## config.mk

```make
export PLATFORM = sky130hd
export DESIGN_NAME = gray_counter_ctrl
export DESIGN_NICKNAME = d
export VERILOG_FILES = /design/src/rtl/gray_ctrl_pkg.sv /design/src/rtl/btn_sync_edge.sv /design/src/rtl/gray_counter_ctrl.sv
export SDC_FILE = /design/constraint.sdc
export NUM_CORES = 1
export LEC_CHECK = 0
export BUFFER_PORTS_ARGS = -buffer_cell sky130_fd_sc_hd__buf_2
export CAP_MARGIN = 15
export CORE_MARGIN = 5
export CORE_UTILIZATION = 47
export DETAILED_ROUTE_END_ITERATION = 10
export GPL_TIMING_DRIVEN = 0
export HOLD_SLACK_MARGIN = 0.02
export PLACE_DENSITY = 0.72
export SLEW_MARGIN = 40
export SYNTH_ARGS = -nofsm -noshare
export SYNTH_HDL_FRONTEND = slang
export SYNTH_SLANG_ARGS = --single-unit
```

## constraint.sdc

```tcl
create_clock -name clk -period 1.6 [get_ports clk]
set_input_delay 0.32 -clock clk [delete_from_list [all_inputs] [get_ports clk]]
set_output_delay 0.32 -clock clk [all_outputs]
set_load 0.05 [all_outputs]
```

## src/rtl/gray_ctrl_pkg.sv

```systemverilog
// Shared definitions for the Gray-counter run/pause/step/clear controller.
package gray_ctrl_pkg;

    // Default flop stages per button synchroniser and speed-select width.
    localparam int SYNC_STAGES_DEFAULT = 2;
    localparam int DIV_W_DEFAULT       = 4;

    // Controller mode; the encoding is visible on the debug state port.
    typedef enum logic [1:0] {
        PAUSE = 2'b00,
        RUN   = 2'b01,
        STEP  = 2'b10,
        CLEAR = 2'b11
    } state_t;

endpackage

```

## src/rtl/btn_sync_edge.sv

```systemverilog
// Button synchroniser followed by a registered rising-edge detector.
// A level sampled high at edge k appears as a one-cycle pulse at edge
// k+SYNC_STAGES; holding the button yields a single pulse.
module btn_sync_edge #(
    parameter int SYNC_STAGES = 2
) (
    input  logic clk,
    input  logic rst,
    input  logic btn_in,
    output logic edge_out
);

    logic sync_reg [SYNC_STAGES];
    logic prev_reg;
    logic edge_reg;

    genvar gi;
    generate
        for (gi = 0; gi < SYNC_STAGES; gi++) begin : g_stage
            if (gi == 0) begin : g_first
                // First stage captures the asynchronous button level.
                always_ff @(posedge clk) begin
                    if (rst) sync_reg[gi] <= 1'b0;
                    else     sync_reg[gi] <= btn_in;
                end
            end else begin : g_next
                // Later stages settle any metastability from the first.
                always_ff @(posedge clk) begin
                    if (rst) sync_reg[gi] <= 1'b0;
                    else     sync_reg[gi] <= sync_reg[gi-1];
                end
            end
        end
    endgenerate

    // Registered rising-edge detect on the synchronised level.
    always_ff @(posedge clk) begin
        if (rst) begin
            prev_reg <= 1'b0;
            edge_reg <= 1'b0;
        end else begin
            prev_reg <= sync_reg[SYNC_STAGES-1];
            edge_reg <= sync_reg[SYNC_STAGES-1] & ~prev_reg;
        end
    end

    assign edge_out = edge_reg;

endmodule

```

## src/rtl/gray_counter_ctrl.sv

```systemverilog
// Run/pause/step/clear controller for the Gray counter: synchronises the
// buttons, runs the mode FSM and a tick prescaler, and issues registered
// single-cycle enable and clear strobes to the counter.
module gray_counter_ctrl
    import gray_ctrl_pkg::*;
#(
    parameter int SYNC_STAGES = SYNC_STAGES_DEFAULT,
    parameter int DIV_W       = DIV_W_DEFAULT
) (
    input  logic             clk,
    input  logic             rst,
    input  logic             tick,
    input  logic             btn_run,
    input  logic             btn_step,
    input  logic             btn_clr,
    input  logic [DIV_W-1:0] div_sel,
    output logic             cnt_en,
    output logic             cnt_clr,
    output logic             running,
    output logic [1:0]       state
);

    localparam int NBTN = 3;

    logic [NBTN-1:0]  btn_vec;
    logic [NBTN-1:0]  edge_vec;
    logic             run_e;
    logic             step_e;
    logic             clr_e;

    state_t           state_reg;
    state_t           state_next;
    logic [DIV_W-1:0] pre_reg;
    logic [DIV_W-1:0] pre_next;
    logic             fire_reg;
    logic             fire_next;
    logic             cnt_en_reg;
    logic             cnt_clr_reg;
    logic             running_reg;

    assign btn_vec = {btn_clr, btn_step, btn_run};

    genvar gi;
    generate
        for (gi = 0; gi < NBTN; gi++) begin : g_btn
            btn_sync_edge #(
                .SYNC_STAGES (SYNC_STAGES)
            ) u_sync_edge (
                .clk      (clk),
                .rst      (rst),
                .btn_in   (btn_vec[gi]),
                .edge_out (edge_vec[gi])
            );
        end
    endgenerate

    assign run_e  = edge_vec[0];
    assign step_e = edge_vec[1];
    assign clr_e  = edge_vec[2];

    // Next-state and prescaler logic; priority is clear > step > run > tick.
    // The prescaler only holds a value while staying in RUN, so it is zero
    // on entry to and on every exit from RUN.
    always_comb begin
        state_next = state_reg;
        pre_next   = '0;
        fire_next  = 1'b0;
        case (state_reg)
            PAUSE: begin
                if (clr_e)       state_next = CLEAR;
                else if (step_e) state_next = STEP;
                else if (run_e)  state_next = RUN;
            end
            RUN: begin
                if (clr_e) begin
                    state_next = CLEAR;
                end else if (run_e) begin
                    state_next = PAUSE;
                end else if (tick) begin
                    // >= lets a mid-run decrease of div_sel fire at the next tick.
                    if (pre_reg >= div_sel) fire_next = 1'b1;
                    else                    pre_next  = pre_reg + 1'b1;
                end else begin
                    pre_next = pre_reg;
                end
            end
            STEP:    state_next = PAUSE;
            CLEAR:   state_next = PAUSE;
            default: state_next = PAUSE;
        endcase
    end

    // State, prescaler and output registers; strobes follow one cycle
    // after the decision that causes them.
    always_ff @(posedge clk) begin
        if (rst) begin
            state_reg   <= PAUSE;
            pre_reg     <= '0;
            fire_reg    <= 1'b0;
            cnt_en_reg  <= 1'b0;
            cnt_clr_reg <= 1'b0;
            running_reg <= 1'b0;
        end else begin
            state_reg   <= state_next;
            pre_reg     <= pre_next;
            fire_reg    <= fire_next;
            cnt_en_reg  <= fire_reg | (state_reg == STEP);
            cnt_clr_reg <= (state_reg == CLEAR);
            running_reg <= (state_next == RUN);
        end
    end

    assign cnt_en  = cnt_en_reg;
    assign cnt_clr = cnt_clr_reg;
    assign running = running_reg;
    assign state   = state_reg;

endmodule

```

======== Word level (Yosys, flattened, before mapping) ========
Memories as Yosys holds them, arrays and structs flattened.
Index checks and enable logic that the tools add are counted.
word-level totals
  memory bits (writable) .................. 6
  output and inout port bits .............. 5
  bits in registers ....................... 16
  word-level logic and storage cells ...... 57
  memories ................................ 3
operators by class
  reduce and logical (&&, ||, !) cells .... 4
  mux-type cells .......................... 17
  $lt $le $gt $ge ......................... 1
  bitwise logic cells ..................... 15
  $add $sub $neg .......................... 1
  equal/unequal tests ..................... 4
memories
  memory                         words  bits a word  read ports  clocked after memory_dff  wr ports  RTL line             RTL
  g_btn[0].u_sync_edge.sync_reg  2      1            2           0                         2         btn_sync_edge.sv:13  logic sync_reg [SYNC_STAGES];
  g_btn[1].u_sync_edge.sync_reg  2      1            2           0                         2         btn_sync_edge.sv:13
  g_btn[2].u_sync_edge.sync_reg  2      1            2           0                         2         btn_sync_edge.sv:13
operator list
  operator                                                         count
  1-bit 2-to-1 mux                                                 10
  2-bit 2-to-1 mux                                                 5
  1-bit bitwise OR                                                 7
  2-bit one-hot mux with 3 select lines                            1
  1-bit inverter                                                   5
  5-bit OR reduction                                               1
  4-bit by 1-bit adder with 4-bit output, second input constant    1
  2-bit by 1-bit == test with 1-bit output, second input constant  2
  2-bit == test, second input constant                             2
  4-bit greater-or-equal comparator                                1
  4-bit 2-to-1 mux                                                 1
  4-bit OR reduction                                               1
  1-bit AND                                                        3
  2-bit logical NOT                                                1
  2-bit OR reduction                                               1

======== Depth between registers and ports, before layout ========
Gate-level depths: netlist of run 1.
  depth in word-level cells ............... 5
  depth in mapped cells ................... 6
  depth with buffers taken out ............ 6

======== Modules after synthesis ========
From an unflattened synthesis of run 1, not the netlist that was laid out.
second synthesis, totals
  cell total of the unflattened synthesis .. 80
  area total of the unflattened synthesis .. 847.1 µm²
by module, submodules not included
  module             cells each  area an instance (µm²)  instances
  gray_counter_ctrl  56          513.0                   1
  btn_sync_edge      8           111.4                   3

======== Worst setup path after synthesis of run 1 ========
Ideal clock, no wire load.
  kind .................................... flip-flop to flip-flop
  start point ............................. register pre_reg[0]
  end point ............................... register fire_reg
  data arrival time ....................... 1.391 ns
  setup time .............................. 0.116 ns
  cell stages (with the launch flop) ...... 7
  path slack .............................. 0.092 ns
  clock period less this slack ............ 1.508 ns
  path through ............................ dfxtp_1 > inv_1 > ha_1 > nand2b_1 > a211oi_2 > nor2_1 > o211a_1
on the way
  longest elaborated chain between the ends .. 2
RTL lines
  element                            RTL line                  RTL
  start: declaration                 gray_counter_ctrl.sv:33   logic [DIV_W-1:0] pre_reg;
  start signal: assignment           gray_counter_ctrl.sv:105  pre_reg <= pre_next;
  4-bit greater-or-equal comparator  gray_counter_ctrl.sv:81   if (pre_reg >= div_sel) fire_next = 1'b1;
  1-bit 2-to-1 mux                   gray_counter_ctrl.sv:81
  end signal: assignment             gray_counter_ctrl.sv:106  fire_reg <= fire_next;
  end: declaration                   gray_counter_ctrl.sv:35   logic fire_reg;
No other way between the ends.
A chain may end at the register's enable or synchronous reset.

======== Final worst setup path of run 1 ========
Same ends and word-level chain as after synthesis.

==> out/qor.csv, run 1 <==
metric;value;unit
status;finished, final reports clean;
final_nets;116;
min_from;btn_step;
synth.avg_cell_area;10.27;um^2
path_depth;6;
ys_types;24;
grt_pass1_wl;2007;um
max_stage_delay;0.36;ns
start_util;49.30;%
syn_inst;82;
cts_buffers;3;
period_needed;1.481;ns
routedWlPerCell;9.720;um
synth_area_leader_cell;dfxtp_1;
dp_hpwl;904.9;um
synthesis.nets;97;
synth_ff_type;dfxtp_1;
power;944.9;uW
yosys_warnings;0;
tightest_slew;0.3656;ns
grt_max_degree;13;
critical_path.startpoint;pre_reg[0]$_SDFFE_PP0P_;
hold_buffers;0;
drt-initial-drc-count;9;
final_antenna_net_count;0;
drive_gt1_share;29.00;%
pwr-share-clk;30.7;%
crit_required;1.80;ns
r2r_cells;6;
clk_latency;0.30;ns
power.switching;204.5;uW
finalSetupViolCount;0;
port-buffer-count;13;
yosys-top-cells-area;dfxtp_1, nor2b_1, ha_1, nand2b_1, a21oi_1;
root_buffer;clkbuf_4;
placed_area;938.4;um^2
area_growth_syn_to_layout;21.10;%
startpoint_type;flip-flop;
crit_family;compound AO/OA/AOI/OAI gates;
grt_usage;10.14;%
fillerInstances;145;
synth_most_common_cell;dfxtp_1;
fp-row-count;15;
p_leak;0.0004384;uW
dieWidth;52.33;um
wl;1215;um
seq_power_share;60.2;%
die_area;0.002738;mm^2
synth_top_area_share;52.30;%
syn_area;842.1;um^2
maxSlewViolCount;0;
cp_cell_sequence;inv_2 -> ha_4 -> nand2b_4 -> a211oi_4 -> nor2_2 -> o211a_1;
cts_sinks;22;
finalCritPeriodShare;92.56;%
maxCapViolCount;0;
synth-edff-count;0;
grt_pass1_vias;484;
final.setup_skew;0.0007654;ns
post-route-cell-area;0.001020;mm^2
irDropWorstVdd;0.7736;mV
clock.fmax;675.3;MHz
crit_buf_inv;1;
synth-seq-cells;22;
crit_arrival;1.68;ns
sw_frac_of_total;21.65;%
p_comb_share;9.1;%
dieHeight;52.33;um
p_int;740.4;uW
remaining_drc_errors;0;
htree_num_levels;1;
vias_per_cell;4.712;
final_hold_viol_count;0;
cp_max_fo;4;
gp_congestion;0.7477;
largest_reg_flops;6;
synth-async-reset-ratio;0;%
ys_top_cells_by_count;dfxtp_1, nor2b_1, inv_1;
max_slew_margin;75.46;%
power_density;926.7;mW/mm^2
r2r-start;pre_reg[0]$_SDFFE_PP0P_;
critPathKind;flip-flop to flip-flop;
antenna_found_initial;0;
slowest_stage;dfxtp_2;
clockBufferDepth;2;
diodes;0;
core_area;0.001708;mm^2
drt_pass1_iterations;4;
rsz0062_at_grt;false;
num_vias;589;
hold_path_depth;2;
overflow;0;
min_path_type;primary input to flip-flop;
end_kind;flip-flop;
ys_seq_area_share;52.30;%
cts_tree;done;
clk_pin_slew_worst_paths;0.11;ns
io_pins;15;
[stage by stage]
| step | setup TNS [ns] | setup WS [ns] | hold slack (ns) | cells | utilization (%) |
|---|---|---|---|---|---|
| detailed placement | -0.07218 | -0.04666 | 0.3753 | 120 | 54.95 |
| global route | 0 | 0.02830 | 0.2122 | 125 | 59.71 |
| global placement | -0.01077 | -0.01077 | 0.3719 | 120 | 54.95 |
| floorplan | 0 | 0.09250 | 0.3674 | 82 | - |
| CTS | 0 | 0.01216 | 0.2141 | 124 | 57.14 |
| finish | 0 | 0.1191 | 0.2228 | 125 | 59.71 |
[kinds of logic after synthesis]
family / synth area share, %
adder cells (fa/ha/maj): 7.429
buffers and inverters: 5.943
AO/OA/AOI/OAI: 13.97
AND/OR/NAND/NOR: 20.36
flip-flops: 52.30
[area by class of cell]
type                            count  area [um^2]  share of cell area (%)
Timing Repair Buffer               14        72.57                   7.117
Clock buffer                        4        36.28                   3.558
Buffer                              2        16.27                   1.595
Inverter                            9        33.78                   3.313
Multi-Input combinational cell     49        387.9                   38.04
Tap cell                           25        31.28                   3.067
Sequential cell                    22        441.7                   43.31
[timing repair]
| item | in CTS | in global routing |
|---|---|---|
| cloned | 0 | 0 |
| pin swaps | 1 | 4 |
| buffers inserted | 0 | 1 |
| resized for setup | 1 | 7 |
| hold endpoints to repair | 0 | 0 |
| endpoints found under the setup margin | 2 | 5 |
[cells in the final DEF, fill, tap and decap left out, drive strengths merged, types with 2 or more instances in the layout]
master and n:
nand2b 5, dfxtp 22, o21ai 2, inv 8
ha 5, clkbuf 4, a211oi 2, a21oi 6
nor2b 12, nor2 3, o2111ai 2, nand3 2
buf 16
[power by group through the flow]
| stage | Combinational [uW] | Clock, uW | Sequential (uW) |
|---|---|---|---|
| floorplan | 38.6 | 0 | 596 |
| global placement | 72.9 | 0 | 581 |
| detailed placement | 75.2 | 0 | 582 |
| CTS | 75.5 | 302 | 569 |
| global route | 96.9 | 333 | 571 |
| finish | 86.2 | 290 | 569 |
[final timing paths]
| path | to | slack, ns |
|---|---|---|
| max | fire_reg$_SDFF_PP0_ | 0.12 |
| min | g_btn[1].u_sync_edge.sync_reg[0]$_SDFF_PP0_ | 0.22 |
| max reg2reg | fire_reg$_SDFF_PP0_ | 0.12 |
| min reg2reg | g_btn[2].u_sync_edge.edge_out$_SDFF_PP0_ | 0.39 |
[per-layer routing]
metal	share of wire (%)	track usage, %	vias to the layer above	wire length [um]
met5	0	0	-	0
met4	1.1	2.553	0	13
met3	7.6	5.983	2	92
met2	43	15.29	14	528
met1	48	12.21	260	580
li1	-	-	313	-
Power figures use the tool's default switching activity.
==> run 2: changes to the inputs <==
Settings changed: CORE_MARGIN 5 to 10.
==> run 2 against run 1 <==
Net effect:
- fmax increased by 0.40%
- clock skew increased by 0.0030 ns
- largest power group unchanged
- worst setup slack improved by 0.0058 ns
- sequential power about the same
- cell count unchanged
==> out/qor.csv, run 2 (synthesized netlist as in run 1, its figures left out) <==
metric;value;unit
status;finished, final reports clean;
layout_commonest_cell;dfxtp_1;
clk_pin_slew_worst_paths;0.10;ns
rsz0062_at_grt;false;
drive_gt1_share;27.00;%
maxCapViolCount;0;
drt_pass1_iterations;4;
clk_latency;0.29;ns
htree_num_levels;1;
critPathKind;flip-flop to flip-flop;
dp_hpwl;1005;um
grt_pass1_wl;2173;um
grt_pass1_vias;529;
end_kind;flip-flop;
diodes;0;
dieWidth;62.33;um
final_nets;117;
gp_congestion;0.7831;
crit_required;1.82;ns
cp_max_fo;3;
power;882.3;uW
cts_sinks;22;
min_path_type;primary input to flip-flop;
mostFrequentLayoutCells;dfxtp_1, buf_2, nor2b_1, inv_1, a21oi_1;
tightest_slew;0.3103;ns
remaining_drc_errors;0;
startpoint_type;flip-flop;
vias_per_cell;4.824;
fp-row-count;15;
root_buffer;clkbuf_4;
cts_tree;done;
drt-initial-drc-count;9;
p_leak;0.0004340;uW
r2r_cells;7;
wl;1338;um
num_vias;603;
place_ws;-0.06644;ns
largest_reg_flops;6;
power_density;878.2;mW/mm^2
worst_slack;0.1249;ns
grt_usage;6.526;%
core_area;0.001708;mm^2
hold_path_depth;2;
clockBufferDepth;2;
die_area;0.003884;mm^2
start_util;49.30;%
final_util;58.83;%
final_hold_viol_count;0;
final_antenna_net_count;0;
area_growth_syn_to_layout;19.32;%
maxSlewViolCount;0;
finalSetupViolCount;0;
clock.fmax;677.9;MHz
hold_buffers;0;
finalCritPeriodShare;92.19;%
irDropWorstVdd;0.8293;mV
antenna_found_initial;0;
grt_max_degree;12;
io_pins;15;
max_slew_margin;79.17;%
crit_arrival;1.70;ns
period_needed;1.475;ns
cts_buffers;3;
routedWlPerCell;10.70;um
overflow;0;
port-buffer-count;13;
final.setup_skew;0.003777;ns
dieHeight;62.33;um
-- run 2: cell count changes in the layout (fill, tap and decap cells not counted) --
cell / change
o2111ai_2: -1
buf_4: +1
clkbuf_8: -1
o2111ai_1: +1
nor2_2: -1
nor2_1: +1
-- run 2: timing repair --
action,4_1_cts,5_1_grt
gates resized for setup,0,6
buffers inserted,1,1
endpoints found under the setup margin,5,5
pin swaps,1,2
-- run 2: layout make-up --
class,count,area (um^2)
Buffer,2,16.27
Clock buffer,3,22.52
Inverter,9,33.78
Multi-Input combinational cell,49,379.1
Fill cell,153,703.2
Timing Repair Buffer,15,80.08
Tap cell,25,31.28
Sequential cell,22,441.7
-- run 2: critical path: stages (launching register included) --
cell and delay, ns:
dfxtp_2 0.36, inv_2 0.05, ha_4 0.20, nand2b_4 0.14, a211oi_4 0.24, buf_4 0.15, o2111ai_1 0.11, a21oi_1 0.15
-- run 2: where the power goes --
part | leakage, uW | internal, uW | total, uW | switching, uW
Clock | 0.0000138 | 87.6 | 226 | 139
Sequential | 0.000180 | 563 | 569 | 6.01
Combinational | 0.000240 | 39.5 | 86.8 | 47.3
Total | 0.000434 | 690 | 882 | 192
-- run 2: stage by stage --
stage                     setup TNS, ns  hold slack [ns]  area [um^2]  cells
after global routing                  0           0.2199         1005    125
after detailed placement       -0.08635           0.3742        938.4    120
final                                 0           0.2216         1005    125
after floorplan                       0           0.3674        842.1     82
after CTS                             0           0.2142        968.4    124
after global placement         -0.01056           0.3719        938.4    120
-- run 2: final timing paths --
path | slack, ns | startpoint | to
max | 0.12 | pre_reg[0]$_SDFFE_PP0P_ | pre_reg[0]$_SDFFE_PP0P_
max reg2reg | 0.12 | pre_reg[0]$_SDFFE_PP0P_ | pre_reg[0]$_SDFFE_PP0P_
min reg2reg | 0.38 | g_btn[2].u_sync_edge.prev_reg$_SDFF_PP0_ | g_btn[2].u_sync_edge.edge_out$_SDFF_PP0_
min | 0.22 | tick | pre_reg[2]$_SDFFE_PP0P_
-- run 2: per-layer routing --
metal / share of wire, % / global-route usage (%) / vias up / wire length (um)
met5: 0 / 0 / - / 0
met4: 0.60 / 0.8380 / 0 / 8
met3: 7.5 / 4.301 / 2 / 101
met2: 46 / 10.13 / 18 / 615
met1: 46 / 7.487 / 270 / 613
li1: - / - / 313 / -
==> run 3: changes to the inputs <==
Settings changed: CORE_MARGIN 10 to 8.
==> run 3 against run 2 <==
Net effect:
- sequential power barely moved
- die area down 12%
- register-to-register slack lost 0.07 ns
- clock power is essentially flat
- total power up 0.59%
- global-route usage rose by 2.5 points
- fmax fell by 4.7%
- clock skew about the same
- highest routed layer unchanged
==> out/qor.csv, run 3 (synthesized netlist as in run 1, its figures left out) <==
metric;value;unit
root_buffer;clkbuf_4;
htree_num_levels;1;
cp_max_fo;3;
p_leak;0.0004372;uW
core_area;0.001708;mm^2
port-buffer-count;13;
finalSetupViolCount;0;
final_nets;118;
end_kind;flip-flop;
gp_congestion;0.8056;
use_met2;13.70;%
min_path_type;primary input to flip-flop;
grt_max_degree;12;
remaining_drc_errors;0;
status;finished, final reports clean;
mostFrequentLayoutCells;dfxtp_1, buf_2, nor2b_1, inv_1, a21oi_1;
final_antenna_net_count;0;
routedWlPerCell;10.70;um
die_area;0.003402;mm^2
busiest_layer;met2;
layout_commonest_cell;dfxtp_1;
final_hold_viol_count;0;
cts_sinks;22;
clk_pin_slew_worst_paths;0.10;ns
finalCritPeriodShare;96.73;%
drt-initial-drc-count;6;
placed_area;938.4;um^2
antenna_found_initial;0;
regArea;441.7;um^2
grt_pass1_vias;555;
crit_required;1.80;ns
period_needed;1.548;ns
fp-row-count;15;
crit_arrival;1.74;ns
met1_usage;10.10;%
dp_hpwl;971.6;um
grt_pass1_wl;2366;um
grt_usage;9.009;%
max_slew_margin;72.57;%
drt_pass1_iterations;3;
power_density;867.1;mW/mm^2
met3_usage;5.000;%
overflow;0;
fin_setup_tns;0;ns
fillerInstances;147;
startpoint_type;flip-flop;
wl;1348;um
clock.fmax;646.1;MHz
final_util;59.93;%
num_vias;607;
tightest_slew;0.4087;ns
critPathKind;flip-flop to flip-flop;
drive_gt1_share;31.68;%
largest_reg_flops;6;
io_pins;15;
cts_buffers;3;
vias_per_cell;4.817;
clk_latency;0.29;ns
dieHeight;58.33;um
post-route-cell-area;0.001023;mm^2
dieWidth;58.33;um
area_growth_syn_to_layout;21.55;%
start_util;49.30;%
maxSlewViolCount;0;
clockBufferDepth;2;
final.setup_skew;0.003635;ns
maxCapViolCount;0;
power;887.5;uW
multi_input_area;390.4;um^2
cts_tree;done;
irDropWorstVdd;0.8155;mV
hold_slack;0.2295;ns
diodes;0;
run 3: changes by cell type in the layout (fill, tap and decap cells not counted), sizes merged:
cell and change:
buf +1
run 3: routing by layer:
| metal | vias up | routed length, um |
|---|---|---|
| met4 | 0 | 11 |
| met2 | 12 | 634 |
| met3 | 2 | 89 |
| li1 | 320 | - |
| met1 | 273 | 613 |
| met5 | - | 0 |
run 3: area by class of cell:
| type | instances | share of cell area, % |
|---|---|---|
| timing repair buffer | 16 | 8.557 |
| buffer | 2 | 1.589 |
| multi-input combinational | 49 | 38.14 |
| clock buffer | 3 | 2.200 |
| sequential | 22 | 43.15 |
| inverter | 9 | 3.301 |
| tap | 25 | 3.056 |
run 3: final timing paths:
path                                                 start                                        to  slack [ns]  cells after the start
setup reg to reg                   pre_reg[0]$_SDFFE_PP0P_                       fire_reg$_SDFF_PP0_        0.05                      7
hold / removal                                        tick                   pre_reg[2]$_SDFFE_PP0P_        0.23                      2
hold reg to reg   g_btn[1].u_sync_edge.prev_reg$_SDFF_PP0_  g_btn[1].u_sync_edge.edge_out$_SDFF_PP0_        0.38                      1
setup / recovery                   pre_reg[0]$_SDFFE_PP0P_                       fire_reg$_SDFF_PP0_        0.05                      7
run 3: power by group:
group | total, uW | switching, uW | internal, uW | leakage, uW
Clock | 228 | 140 | 87.6 | 0.0000138
Combinational | 90.7 | 49.9 | 40.8 | 0.000244
Sequential | 569 | 5.79 | 563 | 0.000180
Total | 887 | 196 | 691 | 0.000437
run 3: per-stage QoR:
| stage | setup WS (ns) | cells |
|---|---|---|
| global route | -0.01471 | 126 |
| finish | 0.05227 | 126 |
| detailed placement | -0.05988 | 120 |
| global placement | -0.01047 | 120 |
| CTS | 0.009591 | 124 |
| floorplan | 0.09250 | 82 |
run 3: worst max-delay path, stage by stage, from the launching register on:
cell	delay, ns
dfxtp_2	0.36
inv_2	0.05
ha_4	0.20
nand2b_4	0.13
a211oi_2	0.27
buf_4	0.16
nor2_2	0.04
o211a_1	0.23
run 3: what timing repair did:
| item | CTS | global route |
|---|---|---|
| hold buffers | 0 | 0 |
| pin swaps | 1 | 4 |
| buffers inserted | 1 | 2 |
| resized for setup | 0 | 9 |
| endpoints found under the setup margin | 3 | 5 |
